## src/rtl/sparse_column_fetch_scheduler.sv

```systemverilog
// Round-robin scheduler sharing one CSC column reader between NUM_REQ requesters.
// Optional watchdog enabled by defining SBM_SCHED_TIMEOUT_EN.
module sparse_column_fetch_scheduler #(
  parameter int NUM_REQ        = 4,
  parameter int ID_WIDTH       = 2,
  parameter int DATA_WIDTH     = 16,
  parameter int ADDR_WIDTH     = 12,
  parameter int CNT_WIDTH      = 16,
  parameter int TIMEOUT_CYCLES = 256
) (
  input  logic                          clk,
  input  logic                          rst,
  input  logic [NUM_REQ-1:0]            req_valid,
  input  logic [NUM_REQ*ADDR_WIDTH-1:0] req_col,
  output logic [NUM_REQ-1:0]            req_accept,
  output logic                          mem_req,
  output logic [ADDR_WIDTH-1:0]         mem_col,
  input  logic                          mem_ack,
  input  logic                          mem_rsp_valid,
  input  logic [DATA_WIDTH-1:0]         mem_rsp_value,
  input  logic [ADDR_WIDTH-1:0]         mem_rsp_row,
  input  logic                          mem_rsp_last,
  input  logic                          mem_rsp_empty,
  output logic                          out_valid,
  output logic [DATA_WIDTH-1:0]         out_value,
  output logic [ADDR_WIDTH-1:0]         out_row,
  output logic                          out_last,
  output logic                          out_empty,
  output logic [ID_WIDTH-1:0]           out_id,
  output logic                          busy,
  output logic [CNT_WIDTH-1:0]          fetch_count,
  output logic [CNT_WIDTH-1:0]          entry_count,
  output logic                          err_timeout
);

  // state   | meaning
  // IDLE    | arbitrate among pending requests
  // ISSUE   | hold mem_req/mem_col until mem_ack
  // STREAM  | forward response beats tagged with owner id
  // RELEASE | advance rr pointer, count the completed fetch
  typedef enum logic [1:0] {IDLE, ISSUE, STREAM, RELEASE} state_t;

  state_t                state_q, state_d;
  logic [ID_WIDTH-1:0]   rr_ptr_q, rr_ptr_d;
  logic [ID_WIDTH-1:0]   id_q, id_d;
  logic [ADDR_WIDTH-1:0] col_q, col_d;
  logic [NUM_REQ-1:0]    accept_q, accept_d;
  logic                  out_valid_q, out_valid_d;
  logic [DATA_WIDTH-1:0] out_value_q, out_value_d;
  logic [ADDR_WIDTH-1:0] out_row_q, out_row_d;
  logic                  out_last_q, out_last_d;
  logic                  out_empty_q, out_empty_d;
  logic [CNT_WIDTH-1:0]  fetch_q, fetch_d;
  logic [CNT_WIDTH-1:0]  entry_q, entry_d;

  logic [ADDR_WIDTH-1:0] col_arr [NUM_REQ];
  logic                  grant_found;
  logic [ID_WIDTH-1:0]   grant_id;
  logic [ID_WIDTH-1:0]   cand_id;
  logic                  fetch_ok;

  always_comb begin
    for (int i = 0; i < NUM_REQ; i++) begin
      col_arr[i] = req_col[i*ADDR_WIDTH +: ADDR_WIDTH];
    end
  end

  // Cyclic search starting just after the last served requester.
  always_comb begin
    grant_found = 1'b0;
    grant_id    = '0;
    cand_id     = '0;
    for (int k = 1; k <= NUM_REQ; k++) begin
      cand_id = ID_WIDTH'((int'(rr_ptr_q) + k) % NUM_REQ);
      if (!grant_found && req_valid[cand_id]) begin
        grant_found = 1'b1;
        grant_id    = cand_id;
      end
    end
  end

`ifdef SBM_SCHED_TIMEOUT_EN
  localparam int WD_WIDTH = $clog2(TIMEOUT_CYCLES + 1);
  logic [WD_WIDTH-1:0] wd_q, wd_d;
  logic                err_q, err_d;
  logic                to_q, to_d;

  assign fetch_ok    = !to_q;
  assign err_timeout = err_q;
`else
  assign fetch_ok    = 1'b1;
  assign err_timeout = 1'b0;
`endif

  always_comb begin
    state_d     = state_q;
    rr_ptr_d    = rr_ptr_q;
    id_d        = id_q;
    col_d       = col_q;
    accept_d    = '0;
    out_valid_d = 1'b0;
    out_value_d = out_value_q;
    out_row_d   = out_row_q;
    out_last_d  = 1'b0;
    out_empty_d = 1'b0;
    fetch_d     = fetch_q;
    entry_d     = entry_q;
    case (state_q)
      IDLE: begin
        if (grant_found) begin
          id_d               = grant_id;
          col_d              = col_arr[grant_id];
          accept_d[grant_id] = 1'b1;
          state_d            = ISSUE;
        end
      end
      ISSUE: begin
        if (mem_ack) state_d = STREAM;
      end
      STREAM: begin
        // A valid beat wins over a simultaneous empty indication.
        if (mem_rsp_valid) begin
          out_valid_d = 1'b1;
          out_value_d = mem_rsp_value;
          out_row_d   = mem_rsp_row;
          out_last_d  = mem_rsp_last;
          if (entry_q != '1) entry_d = entry_q + CNT_WIDTH'(1);
          if (mem_rsp_last) state_d = RELEASE;
        end else if (mem_rsp_empty) begin
          out_empty_d = 1'b1;
          state_d     = RELEASE;
        end
      end
      RELEASE: begin
        rr_ptr_d = id_q;
        if (fetch_ok && fetch_q != '1) fetch_d = fetch_q + CNT_WIDTH'(1);
        state_d = IDLE;
      end
      default: state_d = IDLE;
    endcase

`ifdef SBM_SCHED_TIMEOUT_EN
    wd_d  = '0;
    err_d = err_q;
    to_d  = to_q;
    if (state_q == ISSUE || state_q == STREAM) begin
      if (mem_ack || (state_q == STREAM && (mem_rsp_valid || mem_rsp_empty))) begin
        wd_d = '0;
      end else if (wd_q == WD_WIDTH'(TIMEOUT_CYCLES - 1)) begin
        err_d       = 1'b1;
        to_d        = 1'b1;
        out_valid_d = 1'b0;
        out_empty_d = 1'b0;
        out_last_d  = 1'b1;
        state_d     = RELEASE;
      end else begin
        wd_d = wd_q + WD_WIDTH'(1);
      end
    end
    if (state_q == RELEASE) to_d = 1'b0;
`endif
  end

  always_ff @(posedge clk) begin
    if (rst) begin
      state_q     <= IDLE;
      rr_ptr_q    <= ID_WIDTH'(NUM_REQ - 1);
      id_q        <= '0;
      col_q       <= '0;
      accept_q    <= '0;
      out_valid_q <= 1'b0;
      out_value_q <= '0;
      out_row_q   <= '0;
      out_last_q  <= 1'b0;
      out_empty_q <= 1'b0;
      fetch_q     <= '0;
      entry_q     <= '0;
    end else begin
      state_q     <= state_d;
      rr_ptr_q    <= rr_ptr_d;
      id_q        <= id_d;
      col_q       <= col_d;
      accept_q    <= accept_d;
      out_valid_q <= out_valid_d;
      out_value_q <= out_value_d;
      out_row_q   <= out_row_d;
      out_last_q  <= out_last_d;
      out_empty_q <= out_empty_d;
      fetch_q     <= fetch_d;
      entry_q     <= entry_d;
    end
  end

`ifdef SBM_SCHED_TIMEOUT_EN
  always_ff @(posedge clk) begin
    if (rst) begin
      wd_q  <= '0;
      err_q <= 1'b0;
      to_q  <= 1'b0;
    end else begin
      wd_q  <= wd_d;
      err_q <= err_d;
      to_q  <= to_d;
    end
  end
`endif

  assign req_accept  = accept_q;
  assign mem_req     = (state_q == ISSUE);
  assign mem_col     = col_q;
  assign out_valid   = out_valid_q;
  assign out_value   = out_value_q;
  assign out_row     = out_row_q;
  assign out_last    = out_last_q;
  assign out_empty   = out_empty_q;
  assign out_id      = id_q;
  assign busy        = (state_q != IDLE);
  assign fetch_count = fetch_q;
  assign entry_count = entry_q;

endmodule

```

## config.mk

```make
export PLATFORM = sky130hd
export DESIGN_NAME = sparse_column_fetch_scheduler
export DESIGN_NICKNAME = d
export VERILOG_FILES = /design/src/rtl/sparse_column_fetch_scheduler.sv
export SDC_FILE = /design/constraint.sdc
export NUM_CORES = 1
export LEC_CHECK = 0
export ABC_CLOCK_PERIOD_IN_PS = 2600
export BUFFER_PORTS_ARGS = -buffer_cell sky130_fd_sc_hd__buf_4
export CORE_MARGIN = 4
export CORE_UTILIZATION = 46
export DETAILED_ROUTE_END_ITERATION = 6
export GPL_TIMING_DRIVEN = 0
export PLACE_DENSITY = 0.77
export SETUP_SLACK_MARGIN = 0.15
export SYNTH_ARGS = -nofsm -noshare
export SYNTH_HDL_FRONTEND = slang
export SYNTH_SLANG_ARGS = --single-unit
```

## constraint.sdc

```tcl
create_clock -name clk -period 2.6 [get_ports clk]
set_input_delay 0.39 -clock clk [delete_from_list [all_inputs] [get_ports clk]]
set_output_delay 0.39 -clock clk [all_outputs]
set_load 0.02 [all_outputs]
```

==> metrics.md, run 1 <==
| Metric | Value |
|---|---|
| Status | `completed` |
| Synth area leaders | `dfxtp_1, nand2_1, mux2i_1` |
| Unique masters post-synth | `48` |
| Clock transition at the registers of the reported paths | `0.08 ns` |
| Skew final | `~0.0084 ns` |
| Worst Path Buf+Inv | `1` |
| CP Launch Type | `flip-flop` |
| Setup Total Neg Slack | `0 ns` |
| Worst Tran Pin Value | `0.844 ns` |
| Post-synth top area share | `around two fifths` |
| CTS tree | `yes` |
| Syn Inst Count | `463` |
| Post-synthesis sequential area ratio | `between 40% and 50%` |
| Avg Vias per Cell | `5.39` |
| Delay-heaviest family, CP | `compound AO/OA/AOI/OAI gates` |
| Worst-path cell chain | `inv_1 > ha_1 > and2_1 > nand3_2 > a2111oi_0 > mux2_2` |
| GR Util met1 | `about 26%` |
| Power per cell area | `around 670 nW/um2` |
| Final worst path period share | `82.8%` |
| Number of global-route vias before repair | `between 3000 and 4000` |
| Syn_nets | `between 500 and 600` |
| Ys flop type | `dfxtp_1` |
| Syn Area/Cell | `8.82 um2` |
| Core ar. | `8680 um2` |
| Clock sinks | `85` |
| # port buffers | `roughly 170` |
| Post-Syn Area | `roughly 4100 um2` |
| Most common cell in the synthesized netlist | `dfxtp_1` |
| Clk_lat worst skew | `about 0.35 ns` |
| RSZ-0062 raised after global routing | `false` |
| Number of diodes | `0` |
| # setup viols final | `0` |
| Post-layout net count | `around 730` |
| CP Class | `reg -> reg` |
| Via count | `4066` |
| Die Ht | `roughly 100 um` |
| Top post-synthesis cells by count | `dfxtp_1, nand2_1, a21oi_1` |
| Max-slew headroom at the worst pin | `42.3%` |
| Dpl cell area | `~5500 um2` |
| Wire per inst | `~16 um` |
| Asr flop ratio synth | `0%` |
| Root Driver | `clkbuf_8` |
| Post-synth EDFFs | `0` |
| Die Span X | `a little over 100 um` |
| Post-Place Setup Slack | `~0.42 ns` |
| Final setup margin | `~0.45 ns` |
| Placer's final routability congestion estimate | `~0.9` |
| Hold_buf cts | `0` |
| Postcts setup bufs | `0` |
| H-tree Lvls | `3` |
| Initial antenna violation count | `0` |
| TritonRoute pass-1 iters | `4` |
| Inserted Clock Buffers | `9` |
| # resized after CTS | `0` |
| Gr ovfl total | `0` |
| Global-route wire length before repair | `roughly 18000 um` |
| Worst setup EP type | `flip-flop` |
| Finished Cell Area | `5670 um2` |
| CTS Buffer Depth | `2` |
| Register bit total from synthesis | `85` |
| Worst vdd rail ir drop | `about 0.27 mV` |
| Final antenna-violating net count | `0` |
| Max-slew violation count | `0` |
| Final hold violations | `0` |
| Initial Util | `a little under half` |
| Fmax | `464 MHz` |
| Layout cells sized above 1 | `33.9%` |
| Max-cap violations | `0` |
| Critical Path AT | `between 2 and 2.5 ns` |
| Iteration-0 DRC Markers | `125` |
| Die area | `around 10000 um2` |
| Max FO, Critical Path | `9` |
| HP Class | `in -> reg` |
| Met3 usage | `around 4.7%` |
| # rows | `34` |
| Yosys warnings | `0` |
| Synth area leader | `dfxtp_1` |
| Met2 usage | `a little under two fifths` |
| Worst path slowest cell | `a2111oi_0` |
| WP data required | `approximately 2.8 ns` |
| DP HPWL | `~9000 um` |
| IO Pins | `170` |
| GRT Max-Usage Layer | `met2` |
| Syn-to-layout area delta | `38.7%` |
| Largest net degree at the start of global routing | `15` |
| Fin crit period | `2.15 ns` |
| Post-route DRC | `0` |
| Drt total wl | `between 10000 and 15000 um` |
| Gr usage total | `a little over a fifth` |
| Worst path max stage delay | `between 0.5 and 0.6 ns` |
| Lkg Pwr | `2.36 nW` |
==> through the flow <==
stage	utilization [%]	hold WS, ns	std cells	power [mW]
floorplan	-	0.468	463	2.36
global placement	63.1	0.444	738	2.85
detailed placement	63.1	0.448	738	2.89
CTS	65.3	0.237	754	3.81
global route	65.3	0.238	754	3.98
finish	65.3	0.252	754	3.77
==> layer usage <==
| layer | wire [um] | vias to the layer above |
|---|---|---|
| met5 | 0 | - |
| met1 | 4840 | 1883 |
| li1 | - | 2019 |
| met2 | 5780 | 144 |
| met3 | 825 | 20 |
| met4 | 264 | 0 |
==> flip-flops by register name, summed over array words and instances, names as in the netlist <==
| name | cells |
|---|---|
| entry_count | 16 |
| fetch_count | 16 |
| out_value | 16 |
| mem_col | 12 |
| out_row | 12 |
| req_accept | 4 |
| out_id | 2 |
| rr_ptr_q | 2 |
| state_q | 2 |
| out_empty | 1 |
| out_last | 1 |
| out_valid | 1 |
==> cell type report <==
cell class	count	area [um2]
Tap cell	108	135
Fill cell	759	3010
Timing Repair Buffer	167	1250
Buffer	25	128
Inverter	10	37.5
Multi-Input combinational cell	343	2220
Clock inverter	5	61.3
Clock buffer	11	131
Sequential cell	85	1700
==> report_power, final <==
group          internal [mW]  switching [mW]  total, mW  leakage (nW)
Sequential              1.46           0.103       1.56         0.689
Clock                  0.446           0.476      0.922        0.0858
Combinational          0.571           0.714       1.28          1.58
==> cells by family (layout without fill, tap and decap cells) <==
kind of cell	Yosys count	count (layout)	synth area share, %
and+or+nand+nor	199	199	24.8
adders and majority gates	7	7	2.14
other	1	1	0.0918
AOI/OAI and AO/OA	92	92	15.9
muxes	44	44	11.3
buffers and inverters	35	218	4.04
DFF	85	85	41.7
==> cells in the final DEF (no fill, tap or decap), types with 6 or more instances in the layout <==
master / instances
a211oi_1: 10
a21oi_1: 43
and4_1: 8
buf_4: 171
clkbuf_1: 16
clkbuf_8: 9
dfxtp_1: 85
ha_1: 7
inv_1: 10
mux2_2: 16
mux2i_1: 28
nand2_1: 77
nand2b_1: 7
nand3_1: 11
nand4_1: 7
nor2_1: 31
nor2b_1: 19
nor3_1: 7
o221ai_2: 8
o31ai_1: 6
or4_1: 7
==> worst paths after layout <==
check | to | slack (ns) | cells past startpoint | start
worst max-delay path | entry_count[7] | 0.45 | 6 | state_q[0]
worst min register to register | out_row[0] | 0.46 | 2 | out_row[0]
worst min-delay path | out_empty | 0.25 | 2 | mem_rsp_valid
worst max register to register | entry_count[7] | 0.45 | 6 | state_q[0]
No activity file was read; power rests on OpenSTA's default activity.
==> inputs of run 2 (changes only) <==
- ABC_AREA: not set -> 1
- ABC_CLOCK_PERIOD_IN_PS: 2600 -> 1850
- CORE_UTILIZATION: 46 -> 44
- clock period: 2.6 -> 1.85 ns (I/O delays scaled with it)
==> metrics.md, run 2 <==
| Metric | Value |
|---|---|
| Global-route wire length before repair | `21500 um (+19%)` |
| Post-synthesis sequential area ratio | `40.3% (-1.3 points)` |
| DP Cell Count | `901 (+22%)` |
| Max-cap violations | `0 (unchanged)` |
| # rows | `35 (+2.9%)` |
| Worst path slowest cell | `dfxtp_4` |
| Number of global-route vias before repair | `4634 (+18%)` |
| Worst path max stage delay | `0.42 ns (-0.09 ns)` |
| Synth area leaders | `dfxtp_1, nand2_1, nor2_1` |
| Iteration-0 DRC Markers | `244 (+95%)` |
| Skew final | `0.0188 ns (+0.0105 ns)` |
| Worst setup path startpoint | `rr_ptr_q[0]` |
| Clk_lat worst skew | `0.37 ns (+0.02 ns)` |
| Root Driver | `clkbuf_8` |
| Crit path to | `mem_col[5]` |
| Via count | `4924 (+21%)` |
| Commonest non-fill, non-tap cell in the layout | `buf_4` |
| Inserted Clock Buffers | `9 (unchanged)` |
| Syn Area/Cell | `6.97 um2 (-21%)` |
| Unique masters post-synth | `32 (-33%)` |
| # port buffers | `167 (unchanged)` |
| Gr usage total | `23.4% (+1.8 points)` |
| Final Non-Filler Cells | `950 (+26%)` |
| Most common cell in the synthesized netlist | `nand2_1` |
| Avg Vias per Cell | `5.18 (-3.9%)` |
| CP Class | `reg -> reg` |
| Ys flop type | `dfxtp_1` |
| Register bit total from synthesis | `85 (unchanged)` |
| Die Ht | `106 um (+3.6%)` |
| DP HPWL | `9730 um (+8.8%)` |
| Wire per inst | `15.1 um (-2.6%)` |
| Layout cells sized above 1 | `45.6% (+12 points)` |
| Uppermost routed layer | `met4` |
| Initial antenna violation count | `0 (unchanged)` |
| Fin crit period | `1.94 ns (-0.213 ns)` |
| Worst reg2reg path depth | `17 (+11)` |
| Post-layout net count | `909 (+24%)` |
| # setup viols final | `4 (+4)` |
| Fillers | `718 (-5.4%)` |
| Syn_nets | `698 (+26%)` |
| Critical Path AT | `2.20 ns (-0.20 ns)` |
| Die area | `11200 um2 (+7.4%)` |
| Number of diodes | `0 (unchanged)` |
| CTS Buffer Depth | `2 (unchanged)` |
| Post-synth top area share | `40.3% (-1.3 points)` |
| Max FO, Critical Path | `7 (-2)` |
| Core ar. | `9280 um2 (+7.0%)` |
| Die Span X | `106 um (+3.6%)` |
| R2R Path End | `mem_col[5]` |
| Worst Tran Pin Value | `0.518 ns (-0.326 ns)` |
| Dpl cell area | `5670 um2 (+3.6%)` |
| Largest net degree at the start of global routing | `19 (+4)` |
| Max-slew violation count | `0 (unchanged)` |
| Clock sinks | `85 (unchanged)` |
| IO Pins | `170 (unchanged)` |
| Clock transition at the registers of the reported paths | `0.10 ns (+0.02 ns)` |
| CTS tree | `yes` |
| Failing checks | `negative setup slack` |
| Status | `finished with violations` |
| Worst-path cell chain | `inv_8 > nand2_2 > nand2_4 > nand2_2 > nand2_2 > nand2_2 > nand2_2 > nor2_4 > nand2_4 > nand2_4 > buf_8 > buf_12 > nor2_4 > nand2_1 > nand2_1 > nor2_1 > nor2_1` |
| Power per cell area | `1240 nW/um2 (+87%)` |
| FF-to-FF setup slack | `-0.09 ns (-0.54 ns)` |
| Final hold violations | `0 (unchanged)` |
| Worst setup EP type | `flip-flop` |
| HP Class | `in -> reg` |
| Final setup margin | `-0.0907 ns (-0.537 ns)` |
| Syn-to-layout area delta | `57.9%` |
| Initial Util | `45.4% (-1.6 points)` |
| Most frequent cells in the layout | `buf_4, nor2_1, nand2_1` |
| Met3 Wirelength | `1260 um (+53%)` |
| Finished Cell Area | `6660 um2 (+18%)` |
| Synth area leader | `dfxtp_1` |
| WP data required | `2.11 ns (-0.73 ns)` |
| Final Power | `8.28 mW (+120%)` |
| Post-synth EDFFs | `0 (unchanged)` |
| Syn Inst Count | `605 (+31%)` |
| Met2 wire length | `7070 um (+22%)` |
| Lkg Pwr | `3.01 nW (+28%)` |
| Yosys warnings | `0 (unchanged)` |
| TritonRoute pass-1 iters | `5 (+1)` |
| Drt total wl | `14400 um (+23%)` |
| Worst vdd rail ir drop | `0.889 mV (+240%)` |
| Post-route DRC | `0 (unchanged)` |
| Max-slew headroom at the worst pin | `65.5% (+23 points)` |
| R2r startpoint | `rr_ptr_q[0]` |
| RSZ-0062 raised after global routing | `true` |
| Most frequent CP cell | `nand2_2` |
| M1 WL | `5670 um (+17%)` |
| Placer's final routability congestion estimate | `0.907 (+2.8%)` |
| Top post-synthesis cells by count | `nand2_1, nor2_1, dfxtp_1` |
| CP Launch Type | `flip-flop` |
| Final antenna-violating net count | `0 (unchanged)` |
| Asr flop ratio synth | `0% (unchanged)` |
| Post-Syn Area | `4220 um2 (+3.3%)` |
| Post-route core utilization | `71.8% (+6.5 points)` |
| Fmax | `515 MHz (+11%)` |
| Post-Place Setup Slack | `-0.161 ns (-0.582 ns)` |
| Gr ovfl total | `0 (unchanged)` |
| Final worst path period share | `105% (+22 points)` |
| H-tree Lvls | `3 (unchanged)` |
[run 2: worst min-delay path by stage]
stage	startpoint	cells past startpoint	endpoint
floorplan	mem_rsp_valid	1	out_empty
global placement	out_value[0]	2	out_value[0]
detailed placement	mem_rsp_valid	2	out_empty
CTS	mem_rsp_valid	2	out_empty
global route	mem_rsp_valid	2	out_empty
finish	mem_rsp_valid	2	out_empty
[run 2: kinds of logic after synthesis]
kind of cell               share of synthesized area [%]
xor gates and xnor gates                            1.87
other                                             0.0889
adders and majority gates                           2.08
buffers and inverters                               7.50
DFF                                                 40.3
and+or+nand+nor                                     36.4
AOI/OAI and AO/OA                                   11.7
[run 2: worst max-delay path, delay by kind of cell (launching register included)]
kind                   cells  cell delay (ns)
buffers and inverters      3             0.31
and+or+nand+nor           14             1.10
DFF                        1             0.42
[run 2: final cells by class]
cell class / instances / area, um2 / share of cell area [%]
multi-input cells: 445 / 2610 / 39.1
flip-flops and latches: 85 / 1740 / 26.2
repair buffers: 200 / 1530 / 23.0
plain buffers: 30 / 228 / 3.42
inverters: 45 / 189 / 2.84
well taps: 129 / 161 / 2.42
clock buffers: 9 / 124 / 1.86
clock inverters: 7 / 76.3 / 1.15
[run 2: metrics by stage]
stage          hold slack [ns]  TNS (ns)
3_3_place_gp             0.466     -1.43
6_report                0.0902    -0.133
4_1_cts                 0.0801   -0.0420
5_1_grt                 0.0905     -1.70
2_1_floorplan            0.354         0
3_5_place_dp             0.466     -3.97
[run 2: metal layers]
metal | up-vias | track usage [%]
met5 | - | 0
met4 | 0 | 8.79
met3 | 30 | 6.01
met2 | 244 | 39.0
met1 | 2241 | 29.2
li1 | 2409 | -
[run 2: timing repair]
item,CTS,global route
setup endpoints to repair,64,66
pin swaps,34,36
hold buffers,0,0
resized for setup,72,98
buffers inserted,20,12
endpoints found under the hold margin,0,0
cloned,0,1
[run 2: where the power goes]
part	switching [mW]	internal (mW)
Sequential	0.204	2.13
Clock	0.817	0.538
Combinational	2.63	1.97
==> inputs of run 3 (changes only) <==
- ABC_CLOCK_PERIOD_IN_PS: 1850 -> 2000
- CORE_UTILIZATION: 44 -> 46
- clock period: 1.85 -> 2 ns (I/O delays scaled with it)
==> metrics.md, run 3 (synthesized netlist as in run 2, its figures left out) <==
| Metric | Value |
|---|---|
| Status | `completed` |
| Iteration-0 DRC Markers | `215 (-12%)` |
| Wire per inst | `15.0 um (-0.93%)` |
| Via count | `4804 (-2.4%)` |
| CTS tree | `yes` |
| Max-cap violations | `0 (unchanged)` |
| Worst Tran Pin Value | `0.591 ns (+0.0731 ns)` |
| Inserted Clock Buffers | `9 (unchanged)` |
| Multi-input gate area | `2430 um2 (-6.9%)` |
| Critical Path AT | `2.13 ns (-0.07 ns)` |
| Lkg Pwr | `2.87 nW (-4.6%)` |
| DP HPWL | `9830 um (+0.97%)` |
| Worst setup EP type | `flip-flop` |
| Post-route core utilization | `71.5% (-0.27 points)` |
| Final Power | `7.48 mW (-9.7%)` |
| Final worst path period share | `94.5% (-10 points)` |
| Fmax | `529 MHz (+2.7%)` |
| Root Driver | `clkbuf_8` |
| Final hold violations | `0 (unchanged)` |
| Post-Place Setup Slack | `-0.105 ns (+0.0566 ns)` |
| Number of global-route vias before repair | `4597 (-0.80%)` |
| Drt total wl | `13700 um (-4.8%)` |
| Die Ht | `104 um (-2.0%)` |
| # setup viols final | `0 (-4)` |
| Number of diodes | `0 (unchanged)` |
| Layout cells sized above 1 | `37.6% (-7.9 points)` |
| Max-slew headroom at the worst pin | `60.6% (-4.9 points)` |
| Clock transition at the registers of the reported paths | `0.09 ns (about the same)` |
| Die area | `10800 um2 (-4.0%)` |
| CTS Buffer Depth | `2 (unchanged)` |
| CP Class | `reg -> reg` |
| Max FO, Critical Path | `8 (+1)` |
| H-tree Lvls | `3 (unchanged)` |
| Final setup margin | `0.109 ns (+0.200 ns)` |
| Fillers | `724 (+0.84%)` |
| Core ar. | `8810 um2 (-5.1%)` |
| TritonRoute pass-1 iters | `4 (-1)` |
| IO Pins | `170 (unchanged)` |
| Die Span X | `104 um (-2.0%)` |
| Final Non-Filler Cells | `913 (-3.9%)` |
| Commonest non-fill, non-tap cell in the layout | `buf_4` |
| Syn-to-layout area delta | `49.3%` |
| CP Launch Type | `flip-flop` |
| Post-route DRC | `0 (unchanged)` |
| HP Class | `in -> reg` |
| Hold_buf cts | `0 (unchanged)` |
| Clk_lat worst skew | `0.35 ns (-0.02 ns)` |
| Initial antenna violation count | `0 (unchanged)` |
| Worst vdd rail ir drop | `0.790 mV (-11%)` |
| # rows | `34 (-2.9%)` |
| Most frequent cells in the layout | `buf_4, nor2_1, nand2_1` |
| Fin crit period | `1.89 ns (-0.0501 ns)` |
| Post-layout net count | `893 (-1.8%)` |
| FF-to-FF setup slack | `0.11 ns (+0.20 ns)` |
| Placer's final routability congestion estimate | `0.887 (-2.2%)` |
| Skew final | `0.0108 ns (-0.00807 ns)` |
| Power per cell area | `1190 nW/um2 (-4.5%)` |
| Global-route wire length before repair | `21500 um (about the same)` |
| RSZ-0062 raised after global routing | `true` |
| Gr ovfl total | `0 (unchanged)` |
| Max-slew violation count | `0 (unchanged)` |
| Avg Vias per Cell | `5.26 (+1.5%)` |
| Initial Util | `47.9% (+2.5 points)` |
| FF+latch area | `1720 um2 (-1.2%)` |
| # port buffers | `167 (unchanged)` |
| Final antenna-violating net count | `0 (unchanged)` |
| Gr usage total | `23.8% (+0.34 points)` |
| WP data required | `2.24 ns (+0.13 ns)` |
| Clock sinks | `85 (unchanged)` |
| Largest net degree at the start of global routing | `16 (-3)` |
| DP Cell Count | `880 (-2.3%)` |
-- run 3: changes by cell type in the layout (fill, tap and decap cells not counted), moves of 5 or more --
cell / change
buf_4: -17
o21ai_0: +5
dfxtp_4: -5
nand3_1: +15
nand3_2: -13
nor3_1: +5
dfxtp_1: +7
nand2_2: -13
nand2_1: +9
-- run 3: worst paths after layout --
path	startpoint	to	depth (start not counted)
worst max register to register	rr_ptr_q[0]	mem_col[9]	15
worst max-delay path	rr_ptr_q[0]	mem_col[9]	15
worst min-delay path	mem_rsp_valid	out_empty	2
worst min register to register	entry_count[4]	entry_count[4]	2
-- run 3: area by class of cell --
cell class,count,area share [%]
plain buffers,30,3.24
clock buffers,9,1.97
clock inverters,7,1.53
inverters,45,2.84
multi-input cells,445,38.5
flip-flops and latches,85,27.4
well taps,108,2.15
repair buffers,184,22.4
-- run 3: repair_timing --
| action | CTS | global route |
|---|---|---|
| buffers inserted | 11 | 5 |
| endpoints found under the setup margin | 58 | 58 |
| cloned | 1 | 0 |
| pin swaps | 13 | 28 |
| gates resized for setup | 39 | 66 |
-- run 3: routing by layer --
metal	vias to the layer above	wire length, um	track usage (%)
met5	-	0	0
li1	2376	-	-
met2	209	6820	41.4
met3	32	1100	6.03
met4	0	326	8.55
met1	2187	5430	28.3
-- run 3: power by group --
part           switching, mW  internal (mW)
combinational           2.29           1.63
clock                  0.676          0.711
sequential             0.189           1.97
total                   3.16           4.32
-- run 3: worst max-delay path: stages, from the launching register on --
cell     delay, ns
dfxtp_4       0.43
inv_8         0.07
nand2_2       0.06
nand2_2       0.08
nand2_4       0.08
nand2_4       0.07
inv_2         0.07
nand2_4       0.07
nor2_4        0.13
nand2_4       0.07
buf_4         0.14
buf_4         0.15
nand4_1       0.08
nand3_1       0.08
nor2_1        0.14
nor2_1        0.06
-- run 3: per-stage QoR --
| stage | hold slack (ns) | instance area [um2] | TNS [ns] |
|---|---|---|---|
| after global routing | 0.108 | 6300 | -0.0378 |
| after global placement | 0.465 | 5620 | -0.00415 |
| after floorplan | 0.376 | 4230 | 0 |
| after CTS | 0.107 | 6060 | 0 |
| final | 0.116 | 6300 | 0 |
| after detailed placement | 0.472 | 5620 | -1.08 |
